[src/rtl/multicycle_controller_if.sv]
// Control/handshake bundle between the multi-cycle controller (master) and the
// instruction register, ALU and memory side of the datapath (slave).
interface multicycle_controller_if #(
  parameter int unsigned INSTRET_W = 32
);
  logic [6:0]           opcode;
  logic [2:0]           funct3;
  logic [6:0]           funct7;
  logic                 alu_zero;
  logic                 imem_ready;
  logic                 dmem_ready;

  logic                 imem_req;
  logic                 dmem_req;
  logic                 ir_write;
  logic                 pc_write;
  logic [1:0]           pc_source;
  logic                 reg_write_enable;
  logic                 mem_write_enable;
  logic [1:0]           alu_source;
  logic [1:0]           reg_write_source;
  logic [1:0]           bit_half_word_select;
  logic                 is_unsigned;
  logic [2:0]           imm_op;
  logic [3:0]           alu_op;
  logic                 trap;
  logic [1:0]           trap_cause;
  logic [INSTRET_W-1:0] instret;
  logic [2:0]           state;

  modport master (
    input  opcode, funct3, funct7, alu_zero, imem_ready, dmem_ready,
    output imem_req, dmem_req, ir_write, pc_write, pc_source,
           reg_write_enable, mem_write_enable, alu_source, reg_write_source,
           bit_half_word_select, is_unsigned, imm_op, alu_op,
           trap, trap_cause, instret, state
  );

  modport slave (
    output opcode, funct3, funct7, alu_zero, imem_ready, dmem_ready,
    input  imem_req, dmem_req, ir_write, pc_write, pc_source,
           reg_write_enable, mem_write_enable, alu_source, reg_write_source,
           bit_half_word_select, is_unsigned, imm_op, alu_op,
           trap, trap_cause, instret, state
  );
endinterface

[src/rtl/multicycle_controller.sv]
// Multi-cycle RV32I control FSM (FETCH/DECODE/EXEC/MEM/WB) with bus-timeout,
// illegal-instruction and ECALL/EBREAK traps and a retired-instruction counter.
module multicycle_controller #(
  parameter int unsigned TIMEOUT   = 16,
  parameter int unsigned INSTRET_W = 32
) (
  input  logic                    clk,
  input  logic                    rst,
  multicycle_controller_if.master bus
);
  typedef enum logic [2:0] {
    S_FETCH  = 3'd0,
    S_DECODE = 3'd1,
    S_EXEC   = 3'd2,
    S_MEM    = 3'd3,
    S_WB     = 3'd4,
    S_TRAP   = 3'd5
  } state_t;

  localparam logic [6:0] OP_R      = 7'b0110011;
  localparam logic [6:0] OP_IMM    = 7'b0010011;
  localparam logic [6:0] OP_LOAD   = 7'b0000011;
  localparam logic [6:0] OP_STORE  = 7'b0100011;
  localparam logic [6:0] OP_BRANCH = 7'b1100011;
  localparam logic [6:0] OP_LUI    = 7'b0110111;
  localparam logic [6:0] OP_AUIPC  = 7'b0010111;
  localparam logic [6:0] OP_JAL    = 7'b1101111;
  localparam logic [6:0] OP_JALR   = 7'b1100111;
  localparam logic [6:0] OP_SYSTEM = 7'b1110011;

  localparam logic [3:0] ALU_ADD   = 4'b0000;
  localparam logic [3:0] ALU_SUB   = 4'b0001;
  localparam logic [3:0] ALU_AND   = 4'b0010;
  localparam logic [3:0] ALU_OR    = 4'b0011;
  localparam logic [3:0] ALU_XOR   = 4'b0100;
  localparam logic [3:0] ALU_SLL   = 4'b0101;
  localparam logic [3:0] ALU_SRL   = 4'b0110;
  localparam logic [3:0] ALU_SRA   = 4'b0111;
  localparam logic [3:0] ALU_SLT   = 4'b1000;
  localparam logic [3:0] ALU_SLTU  = 4'b1001;
  localparam logic [3:0] ALU_PASSB = 4'b1011;

  localparam logic [1:0] CAUSE_ILLEGAL = 2'b01;
  localparam logic [1:0] CAUSE_BUS     = 2'b10;
  localparam logic [1:0] CAUSE_ECALL   = 2'b11;

  // Counter only needs to reach TIMEOUT-1: the limit cycle itself is the last wait.
  localparam int unsigned   CNT_W      = (TIMEOUT > 1) ? $clog2(TIMEOUT) : 1;
  localparam logic [CNT_W-1:0] CNT_LIMIT = CNT_W'((TIMEOUT == 0) ? 0 : TIMEOUT - 1);
  localparam bit            TIMEOUT_EN = (TIMEOUT != 0);

  state_t               r_state;
  logic [CNT_W-1:0]     r_wait_cnt;
  logic [INSTRET_W-1:0] r_instret;
  logic [1:0]           r_trap_cause;

  logic       w_is_r, w_is_imm, w_is_load, w_is_store, w_is_branch;
  logic       w_is_lui, w_is_auipc, w_is_jal, w_is_jalr, w_is_system;
  logic       w_legal, w_taken, w_retire, w_wait_expired, w_dec_active;
  logic [3:0] w_arith_op;
  logic [1:0] w_alu_source, w_pc_source, w_reg_write_source, w_bhw;
  logic       w_is_unsigned;
  logic [2:0] w_imm_op;
  logic [3:0] w_alu_op;

  assign w_is_r      = (bus.opcode == OP_R);
  assign w_is_imm    = (bus.opcode == OP_IMM);
  assign w_is_load   = (bus.opcode == OP_LOAD);
  assign w_is_store  = (bus.opcode == OP_STORE);
  assign w_is_branch = (bus.opcode == OP_BRANCH);
  assign w_is_lui    = (bus.opcode == OP_LUI);
  assign w_is_auipc  = (bus.opcode == OP_AUIPC);
  assign w_is_jal    = (bus.opcode == OP_JAL);
  assign w_is_jalr   = (bus.opcode == OP_JALR);
  assign w_is_system = (bus.opcode == OP_SYSTEM);

  // BEQ/BGE/BGEU branch on a zero compare result, the others on non-zero.
  assign w_taken = bus.alu_zero ^ (bus.funct3[0] ^ bus.funct3[2]);

  assign w_wait_expired = TIMEOUT_EN && (r_wait_cnt == CNT_LIMIT);

  assign w_retire = ((r_state == S_EXEC) && w_is_branch)
                 || ((r_state == S_MEM) && w_is_store && bus.dmem_ready)
                 || (r_state == S_WB);

  assign w_dec_active = (r_state == S_DECODE) || (r_state == S_EXEC)
                     || (r_state == S_MEM)    || (r_state == S_WB);

  always_comb begin
    w_arith_op = ALU_ADD;
    case (bus.funct3)
      3'b000:  w_arith_op = (w_is_r && bus.funct7[5]) ? ALU_SUB : ALU_ADD;
      3'b001:  w_arith_op = ALU_SLL;
      3'b010:  w_arith_op = ALU_SLT;
      3'b011:  w_arith_op = ALU_SLTU;
      3'b100:  w_arith_op = ALU_XOR;
      3'b101:  w_arith_op = bus.funct7[5] ? ALU_SRA : ALU_SRL;
      3'b110:  w_arith_op = ALU_OR;
      default: w_arith_op = ALU_AND;
    endcase
  end

  always_comb begin
    w_legal = 1'b0;
    if (w_is_r) begin
      w_legal = (bus.funct7 == 7'b0000000)
             || ((bus.funct7 == 7'b0100000)
                 && ((bus.funct3 == 3'b000) || (bus.funct3 == 3'b101)));
    end else if (w_is_imm) begin
      if (bus.funct3 == 3'b001)
        w_legal = (bus.funct7 == 7'b0000000);
      else if (bus.funct3 == 3'b101)
        w_legal = (bus.funct7 == 7'b0000000) || (bus.funct7 == 7'b0100000);
      else
        w_legal = 1'b1;
    end else if (w_is_load) begin
      w_legal = (bus.funct3 != 3'b011) && (bus.funct3 != 3'b110)
             && (bus.funct3 != 3'b111);
    end else if (w_is_store) begin
      w_legal = !bus.funct3[2] && (bus.funct3[1:0] != 2'b11);
    end else if (w_is_branch) begin
      w_legal = (bus.funct3[2:1] != 2'b01);
    end else if (w_is_lui || w_is_auipc || w_is_jal) begin
      w_legal = 1'b1;
    end else if (w_is_jalr) begin
      w_legal = (bus.funct3 == 3'b000);
    end
  end

  always_comb begin
    w_alu_source       = 2'b00;
    w_pc_source        = 2'b00;
    w_reg_write_source = 2'b00;
    w_bhw              = 2'b00;
    w_is_unsigned      = 1'b0;
    w_imm_op           = 3'b000;
    w_alu_op           = ALU_ADD;
    if (w_is_r) begin
      w_alu_op = w_arith_op;
    end else if (w_is_imm) begin
      w_alu_source = 2'b01;
      w_alu_op     = w_arith_op;
    end else if (w_is_load) begin
      w_alu_source       = 2'b01;
      w_bhw              = bus.funct3[1:0];
      w_is_unsigned      = bus.funct3[2];
      w_reg_write_source = 2'b01;
    end else if (w_is_store) begin
      w_alu_source = 2'b01;
      w_imm_op     = 3'b001;
      w_bhw        = bus.funct3[1:0];
    end else if (w_is_branch) begin
      w_imm_op    = 3'b010;
      w_alu_op    = bus.funct3[2] ? (bus.funct3[1] ? ALU_SLTU : ALU_SLT) : ALU_SUB;
      w_pc_source = w_taken ? 2'b01 : 2'b00;
    end else if (w_is_lui) begin
      w_alu_source = 2'b01;
      w_imm_op     = 3'b011;
      w_alu_op     = ALU_PASSB;
    end else if (w_is_auipc) begin
      w_alu_source = 2'b10;
      w_imm_op     = 3'b011;
    end else if (w_is_jal) begin
      w_alu_source       = 2'b10;
      w_imm_op           = 3'b100;
      w_reg_write_source = 2'b10;
      w_pc_source        = 2'b01;
    end else if (w_is_jalr) begin
      w_alu_source       = 2'b01;
      w_reg_write_source = 2'b10;
      w_pc_source        = 2'b10;
    end
  end

  always_ff @(posedge clk) begin
    if (rst) begin
      r_state      <= S_FETCH;
      r_wait_cnt   <= '0;
      r_instret    <= '0;
      r_trap_cause <= 2'b00;
    end else begin
      case (r_state)
        S_FETCH: begin
          if (bus.imem_ready) begin
            r_state    <= S_DECODE;
            r_wait_cnt <= '0;
          end else if (w_wait_expired) begin
            r_state      <= S_TRAP;
            r_trap_cause <= CAUSE_BUS;
            r_wait_cnt   <= '0;
          end else if (TIMEOUT_EN) begin
            r_wait_cnt <= r_wait_cnt + CNT_W'(1);
          end
        end
        S_DECODE: begin
          r_wait_cnt <= '0;
          if (w_is_system) begin
            r_state      <= S_TRAP;
            r_trap_cause <= CAUSE_ECALL;
          end else if (!w_legal) begin
            r_state      <= S_TRAP;
            r_trap_cause <= CAUSE_ILLEGAL;
          end else begin
            r_state <= S_EXEC;
          end
        end
        S_EXEC: begin
          r_wait_cnt <= '0;
          if (w_is_load || w_is_store) r_state <= S_MEM;
          else if (w_is_branch)        r_state <= S_FETCH;
          else                         r_state <= S_WB;
        end
        S_MEM: begin
          if (bus.dmem_ready) begin
            r_state    <= w_is_load ? S_WB : S_FETCH;
            r_wait_cnt <= '0;
          end else if (w_wait_expired) begin
            r_state      <= S_TRAP;
            r_trap_cause <= CAUSE_BUS;
            r_wait_cnt   <= '0;
          end else if (TIMEOUT_EN) begin
            r_wait_cnt <= r_wait_cnt + CNT_W'(1);
          end
        end
        S_WB: begin
          r_state    <= S_FETCH;
          r_wait_cnt <= '0;
        end
        S_TRAP: begin
          r_state <= S_TRAP;
        end
        default: begin
          r_state    <= S_FETCH;
          r_wait_cnt <= '0;
        end
      endcase
      if (w_retire) r_instret <= r_instret + INSTRET_W'(1);
    end
  end

  // Outputs are forced quiet while rst is asserted, even before the reset edge.
  assign bus.state = rst ? 3'b000 : r_state;

  always_comb begin
    bus.imem_req             = 1'b0;
    bus.dmem_req             = 1'b0;
    bus.ir_write             = 1'b0;
    bus.pc_write             = 1'b0;
    bus.reg_write_enable     = 1'b0;
    bus.mem_write_enable     = 1'b0;
    bus.pc_source            = 2'b00;
    bus.alu_source           = 2'b00;
    bus.reg_write_source     = 2'b00;
    bus.bit_half_word_select = 2'b00;
    bus.is_unsigned          = 1'b0;
    bus.imm_op               = 3'b000;
    bus.alu_op               = 4'b0000;
    bus.trap                 = 1'b0;
    bus.trap_cause           = 2'b00;
    bus.instret              = '0;
    if (!rst) begin
      bus.trap       = (r_state == S_TRAP);
      bus.trap_cause = r_trap_cause;
      bus.instret    = r_instret;
      if (w_dec_active) begin
        bus.pc_source            = w_pc_source;
        bus.alu_source           = w_alu_source;
        bus.reg_write_source     = w_reg_write_source;
        bus.bit_half_word_select = w_bhw;
        bus.is_unsigned          = w_is_unsigned;
        bus.imm_op               = w_imm_op;
        bus.alu_op               = w_alu_op;
      end
      case (r_state)
        S_FETCH: begin
          bus.imem_req = 1'b1;
          bus.ir_write = bus.imem_ready;
        end
        S_EXEC: begin
          bus.pc_write = w_is_branch;
        end
        S_MEM: begin
          bus.dmem_req         = 1'b1;
          bus.mem_write_enable = w_is_store;
          bus.pc_write         = w_is_store && bus.dmem_ready;
        end
        S_WB: begin
          bus.reg_write_enable = 1'b1;
          bus.pc_write         = 1'b1;
        end
        default: ;
      endcase
    end
  end
endmodule
[src/flat_wrapper.sv]
// flat-port wrapper written by rule: the top's interface ports become plain ports
module multicycle_controller_flat 
#(
  parameter int unsigned TIMEOUT   = 16,
  parameter int unsigned INSTRET_W = 32
)
  (clk, rst, bus_opcode, bus_funct3, bus_funct7, bus_alu_zero, bus_imem_ready, bus_dmem_ready, bus_imem_req, bus_dmem_req, bus_ir_write, bus_pc_write, bus_pc_source, bus_reg_write_enable, bus_mem_write_enable, bus_alu_source, bus_reg_write_source, bus_bit_half_word_select, bus_is_unsigned, bus_imm_op, bus_alu_op, bus_trap, bus_trap_cause, bus_instret, bus_state);
  multicycle_controller_if #(.INSTRET_W(INSTRET_W)) bus_i ();
  input  logic clk;
  input  logic rst;
  input wire logic [$bits(bus_i.opcode)-1:0] bus_opcode;
  input wire logic [$bits(bus_i.funct3)-1:0] bus_funct3;
  input wire logic [$bits(bus_i.funct7)-1:0] bus_funct7;
  input wire logic [$bits(bus_i.alu_zero)-1:0] bus_alu_zero;
  input wire logic [$bits(bus_i.imem_ready)-1:0] bus_imem_ready;
  input wire logic [$bits(bus_i.dmem_ready)-1:0] bus_dmem_ready;
  output wire logic [$bits(bus_i.imem_req)-1:0] bus_imem_req;
  output wire logic [$bits(bus_i.dmem_req)-1:0] bus_dmem_req;
  output wire logic [$bits(bus_i.ir_write)-1:0] bus_ir_write;
  output wire logic [$bits(bus_i.pc_write)-1:0] bus_pc_write;
  output wire logic [$bits(bus_i.pc_source)-1:0] bus_pc_source;
  output wire logic [$bits(bus_i.reg_write_enable)-1:0] bus_reg_write_enable;
  output wire logic [$bits(bus_i.mem_write_enable)-1:0] bus_mem_write_enable;
  output wire logic [$bits(bus_i.alu_source)-1:0] bus_alu_source;
  output wire logic [$bits(bus_i.reg_write_source)-1:0] bus_reg_write_source;
  output wire logic [$bits(bus_i.bit_half_word_select)-1:0] bus_bit_half_word_select;
  output wire logic [$bits(bus_i.is_unsigned)-1:0] bus_is_unsigned;
  output wire logic [$bits(bus_i.imm_op)-1:0] bus_imm_op;
  output wire logic [$bits(bus_i.alu_op)-1:0] bus_alu_op;
  output wire logic [$bits(bus_i.trap)-1:0] bus_trap;
  output wire logic [$bits(bus_i.trap_cause)-1:0] bus_trap_cause;
  output wire logic [$bits(bus_i.instret)-1:0] bus_instret;
  output wire logic [$bits(bus_i.state)-1:0] bus_state;
  assign bus_i.opcode = bus_opcode;
  assign bus_i.funct3 = bus_funct3;
  assign bus_i.funct7 = bus_funct7;
  assign bus_i.alu_zero = bus_alu_zero;
  assign bus_i.imem_ready = bus_imem_ready;
  assign bus_i.dmem_ready = bus_dmem_ready;
  assign bus_imem_req = bus_i.imem_req;
  assign bus_dmem_req = bus_i.dmem_req;
  assign bus_ir_write = bus_i.ir_write;
  assign bus_pc_write = bus_i.pc_write;
  assign bus_pc_source = bus_i.pc_source;
  assign bus_reg_write_enable = bus_i.reg_write_enable;
  assign bus_mem_write_enable = bus_i.mem_write_enable;
  assign bus_alu_source = bus_i.alu_source;
  assign bus_reg_write_source = bus_i.reg_write_source;
  assign bus_bit_half_word_select = bus_i.bit_half_word_select;
  assign bus_is_unsigned = bus_i.is_unsigned;
  assign bus_imm_op = bus_i.imm_op;
  assign bus_alu_op = bus_i.alu_op;
  assign bus_trap = bus_i.trap;
  assign bus_trap_cause = bus_i.trap_cause;
  assign bus_instret = bus_i.instret;
  assign bus_state = bus_i.state;
  multicycle_controller #(.TIMEOUT(TIMEOUT), .INSTRET_W(INSTRET_W)) u_core (.clk(clk), .rst(rst), .bus(bus_i));
endmodule
[config.mk]
export PLATFORM = sky130hd
export DESIGN_NAME = multicycle_controller_flat
export DESIGN_NICKNAME = d
export VERILOG_FILES = /design/src/rtl/multicycle_controller_if.sv /design/src/rtl/multicycle_controller.sv /design/src/flat_wrapper.sv
export SDC_FILE = /design/constraint.sdc
export NUM_CORES = 1
export LEC_CHECK = 0
export ABC_AREA = 1
export BUFFER_PORTS_ARGS = -buffer_cell sky130_fd_sc_hd__clkbuf_2
export CAP_MARGIN = 10
export CELL_PAD_IN_SITES_DETAIL_PLACEMENT = 1
export CELL_PAD_IN_SITES_GLOBAL_PLACEMENT = 1
export CORE_MARGIN = 2
export CORE_UTILIZATION = 39
export CTS_CLUSTER_DIAMETER = 50
export DETAILED_ROUTE_END_ITERATION = 10
export PLACE_DENSITY_LB_ADDON = 0.1
export RECOVER_POWER = 50
export SYNTH_ARGS = -nofsm -noshare
export SYNTH_HDL_FRONTEND = slang
export SYNTH_SLANG_ARGS = --single-unit
[constraint.sdc]
create_clock -name clk -period 4.36 [get_ports clk]
set_input_delay 1.09 -clock clk [delete_from_list [all_inputs] [get_ports clk]]
set_output_delay 1.09 -clock clk [all_outputs]
set_load 0.02 [all_outputs]
# Word level (Yosys, flattened, before mapping)
# Cells that the tools add are included.
word_totals:
  ff_bits: 41
  input_bits: 22
op_classes:
  addsub: 2
  n_eq_ne: 31
  mux: 111
  bitwise_logic: 2
  n_reduce_logical: 26
ops:
  columns: ["operator", "count"]
  rows:
  - ["$mux 2", 43]
  - ["$mux 3", 19]
  - ["$mux 4", 12]
  - ["$add 32x1->32 const B", 1]
  - ["$mux 32", 1]
  - ["$mux 1", 31]
  - ["$eq 7x6->1 const B", 4]
  - ["$eq 7x7->1 const B", 4]
  - ["$pmux 4 s7", 1]
  - ["$eq 3x3->1 const B", 5]
  - ["$pmux 3 s5", 1]
  - ["$eq 7x5->1 const B", 2]
  - ["$eq 3x2->1 const B", 4]
  - ["$pmux 4 s3", 1]
  - ["$logic_or 1x1->1", 11]
  - ["$logic_and 1x1->1", 9]
  - ["$eq 7x2->1 const B", 1]
  - ["$logic_not 7->1", 1]
  - ["$eq 3x1->1 const B", 2]
  - ["$logic_not 3->1", 2]
  - ["$ne 2x2->1 const B", 3]
  - ["$ne 3x2->1 const B", 2]
  - ["$ne 3x3->1 const B", 2]
  - ["$pmux 2 s3", 1]
  - ["8 further kinds", 9]

# Longest topological paths before layout
depth:
  ltp_word: 12
  depth_mapped: 12
  mapped_depth_nobuf: 12

# Least setup slack after synthesis
# No wires, ideal clock.
synth_timing:
  path_type: "input to output"
  startpoint: "input port bus_opcode[3]"
  endpoint: "output port bus_is_unsigned"
  arrival_ns: 2.202
  required_time_ns: 3.270
  setup_slack_ns: 1.068
  stages: 7
  path_buffers: 0
  path_cell_list: "nor2_1 nand3_1 nor2_1 inv_1 nor2_1 inv_1 nor3_1"
synth_via:
  elab_chain_len: 6
  elab_cells_between_ends: 8
  classes_between: "eq/ne: 3; mux: 5"
synth_rtl:
  columns: ["item", "line_no", "rtl"]
  rows:
  - ["from (decl)", "flat_wrapper.sv:11", "input wire logic [$bits(bus_i.opcode)-1:0] bus_opcode;"]
  - ["$eq 7x2->1", "multicycle_controller.sv:68", "assign w_is_load = (bus.opcode == OP_LOAD);"]
  - ["$mux 1", "multicycle_controller.sv:143", "end else if (w_is_load) begin"]
  - ["$mux 1", "multicycle_controller.sv:140", "end else if (w_is_imm) begin"]
  - ["$mux 1 *", "multicycle_controller.sv:138", "if (w_is_r) begin"]
  - ["$mux 1 *", "multicycle_controller.sv:265", "if (w_dec_active) begin"]
  - ["$mux 1 *", "multicycle_controller.sv:261", "if (!rst) begin"]
  - ["to (decl)", "flat_wrapper.sv:27", "output wire logic [$bits(bus_i.is_unsigned)-1:0] bus_is_unsigned;"]
# Every way passes the cells marked *; elsewhere a longest branch is shown, timed or not.

# Worst setup path in the final report
layout_timing:
  startpoint: "input port rst"
  endpoint: "output port bus_trap"
layout_via:
  elab_chain_len: 1
layout_rtl:
  columns: ["item", "line_no", "rtl"]
  rows:
  - ["from (decl)", "flat_wrapper.sv:10", "input logic rst;"]
  - ["$mux 1", "multicycle_controller.sv:261", null]
  - ["to (decl)", "flat_wrapper.sv:30", "output wire logic [$bits(bus_i.trap)-1:0] bus_trap;"]
# No other way between the ends.

==> flow_summary.yaml <==
setup_path:
  critPathKind: "in -> out"
  worstPathArrival_ns: 2.76
  critPathMaxFanout: 75
  endpoint_kind: "output pin"
  worstPathRequired_ns: 3.27
  worst_path_max_delay_cell: "clkbuf_2"
  max_stage_delay_ns: 1.08
  crit_top_cell: "clkbuf_2"
  path_cells: "clkbuf_1, clkbuf_2, nor2_1, clkbuf_2"
  worst_setup_path_start_kind: "input pin"
cts:
  clkLatencyLatePin_ns: 0.31
  postCtsHoldBufs: 0
  path_clk_slew_ns: 0.08
  cts_tree: "yes"
  clockBufferDepth: 2
  htree_levels: 2
  cts_resized: 0
  cts_made_buffers: 5
  ctsRootBufferMaster: "clkbuf_8"
  clkSinkCount: 41
  cts_setup_buffers: 0
floorplan:
  coreArea_sq_mm: 0.00781
  die_area_sq_mm: 0.00886
  rows: 32
  initial_core_util: 0.406
  io_pins: 82
  chipWidth_um: 94.1
  die_y_um: 94.1
cells_and_area:
  fin_cells: 728
  syn2layout_area_growth_pct: 16.6
  drive_gt1_frac: 0.149
  diodes: 0
  n_fill_cell: 1179
  final_nets: 649
routing:
  wl_met1_um: 5080
  wl_per_cell_um: 14.5
  ant_nets: 0
  dr.pass1.iters: 4
  viasPerCell: 5.16
  drt_iter0_drc: 150
  num_vias: 3754
  wl_met2_um: 5050
  dr_wl_met3_um: 407
  totalWireLength_um: 10600
  top_layer_used: "met4"
  drc: 0
yosys:
  async_flop_share: 0
  synth_top_area_frac: 0.259
  synth_edf_count: 0
  synth_flop_cell: "dfxtp_1"
  synth.top_cells.by_area: "dfxtp_1 (26%), nand2_1 (17%), nor2_1 (12%)"
  netlist_instances: 549
  syn_area_sq_mm: 0.00317
  synth_cell_types: 38
  synth-seq-cells: 41
  synth_top_cell_by_area: "dfxtp_1"
  syn_avg_cell_area_sq_um: 5.77
  ys_top_cells_by_count: "nand2_1 (144), nor2_1 (105), inv_1 (75)"
  ys_seq_area_frac: 0.259
  syn_nets: 573
  ys_warn_count: 0
  yosysMostFrequentCell: "nand2_1"
run:
  cap_violations: 0
timing:
  fin_crit_ns: 3.85
  timing.hold.ws_ns: 0.493
  fin_crit_sh: 0.883
  fin_setup_tns_ns: 0
  max_clock_freq_mhz: 260
  slew_violations: 0
  rsz0062_at_grt: "false"
  hold_violations: 0
  fin_worst_skew_ns: 0.0142
  slew_headroom: 0.00757
  worst_slew_pin_slew_ns: 1.49
  setup_viol: 0
global_route:
  grt_overflow_total: 0
  grt_pass1_vias: 3821
  grt_pass1_wl_um: 17900
  antenna_found_initial: 0
  grt_max_degree: 76
  track_usage: 0.248
power_and_ir_drop:
  p_leak_uw: 0.00155
  power-per-cell-area_mw_per_mm2: 215
  ir_drop_uv: 114
place:
  dpl.cell_count: 720
  port-buffer-count: 81
  hpwl_um: 8400
  place.gp.congestion: 0.866
hold_path:
  hold_path.class: "reg -> reg"
run_status:
  run_status: "finished clean"
## stage by stage
stage / cell area, sq um / setup WS (ns) / total power (uW) / util
final: 3690 / 0.512 / 796 / 0.473
after floorplan: 3170 / 1.07 / 488 / -
after global placement: 3630 / 0.767 / 523 / 0.466
after CTS: 3730 / 0.648 / 805 / 0.478
after detailed placement: 3630 / 0.651 / 528 / 0.466
after global routing: 3690 / 0.364 / 829 / 0.473
## sequential cells by signal (all words and copies together), names as in the netlist
register             count
u_core.r_instret        32
u_core.r_state           3
u_core.r_trap_cause      2
u_core.r_wait_cnt        4
## report_power, final
group | leakage (uW) | switching (uW) | internal (uW)
Sequential | 0.000331 | 7.96 | 382
Combinational | 0.00117 | 94.8 | 33.3
Clock | 0.0000512 | 149 | 129
## worst paths after layout
path / startpoint / endpoint / slack, ns / depth (start not counted)
max: rst / bus_trap / 0.51 / 4
min reg2reg: u_core.r_instret[31] / u_core.r_instret[31] / 0.49 / 2
min: u_core.r_instret[31] / u_core.r_instret[31] / 0.49 / 2
max reg2reg: u_core.r_state[1] / u_core.r_instret[7] / 1.95 / 10
## placed cells by master, fill, tap and decap left out, types with 3 or more instances in the layout
cell type,count
nand2_1,144
nor2_1,106
inv_1,75
clkbuf_2,71
dfxtp_1,41
a21oi_1,37
nor3_1,34
nand3_1,26
xor2_1,13
o21ai_0,13
clkbuf_1,11
nand4_1,6
clkbuf_8,6
nor3b_1,5
nor4_1,3
a211oi_1,3
a31oi_1,3
## cell families (layout without fill, tap and decap cells)
| group | count (synthesis) | after routing | synth area share |
|---|---|---|---|
| adder cells (fa/ha/maj) | 2 | 2 | 0.00790 |
| XOR/XNOR | 13 | 13 | 0.0359 |
| buffers and inverters | 92 | 169 | 0.119 |
| AO/OA/AOI/OAI | 65 | 65 | 0.113 |
| flip-flops | 41 | 41 | 0.259 |
| AND/OR/NAND/NOR | 336 | 336 | 0.464 |
## layer usage
layer / vias up / global-route usage
met5: - / 0
met4: 0 / 0.0483
met3: 6 / 0.0257
met2: 64 / 0.424
met1: 1794 / 0.339
li1: 1890 / -
## critical path, delay by kind of cell
| family | cells | cell delay (ns) |
|---|---|---|
| and+or+nand+nor | 1 | 0.18 |
| buffers and inverters | 3 | 1.42 |
## final cells by class
class | instances | area [sq um] | area share
clock inverter | 2 | 13.8 | 0.00373
timing repair buffer | 84 | 412 | 0.111
clock buffer | 6 | 82.6 | 0.0224
inverter | 77 | 289 | 0.0782
tap | 102 | 128 | 0.0345
multi-input combinational | 416 | 1950 | 0.528
sequential | 41 | 821 | 0.222
No activity file was read; power rests on OpenSTA's default activity.
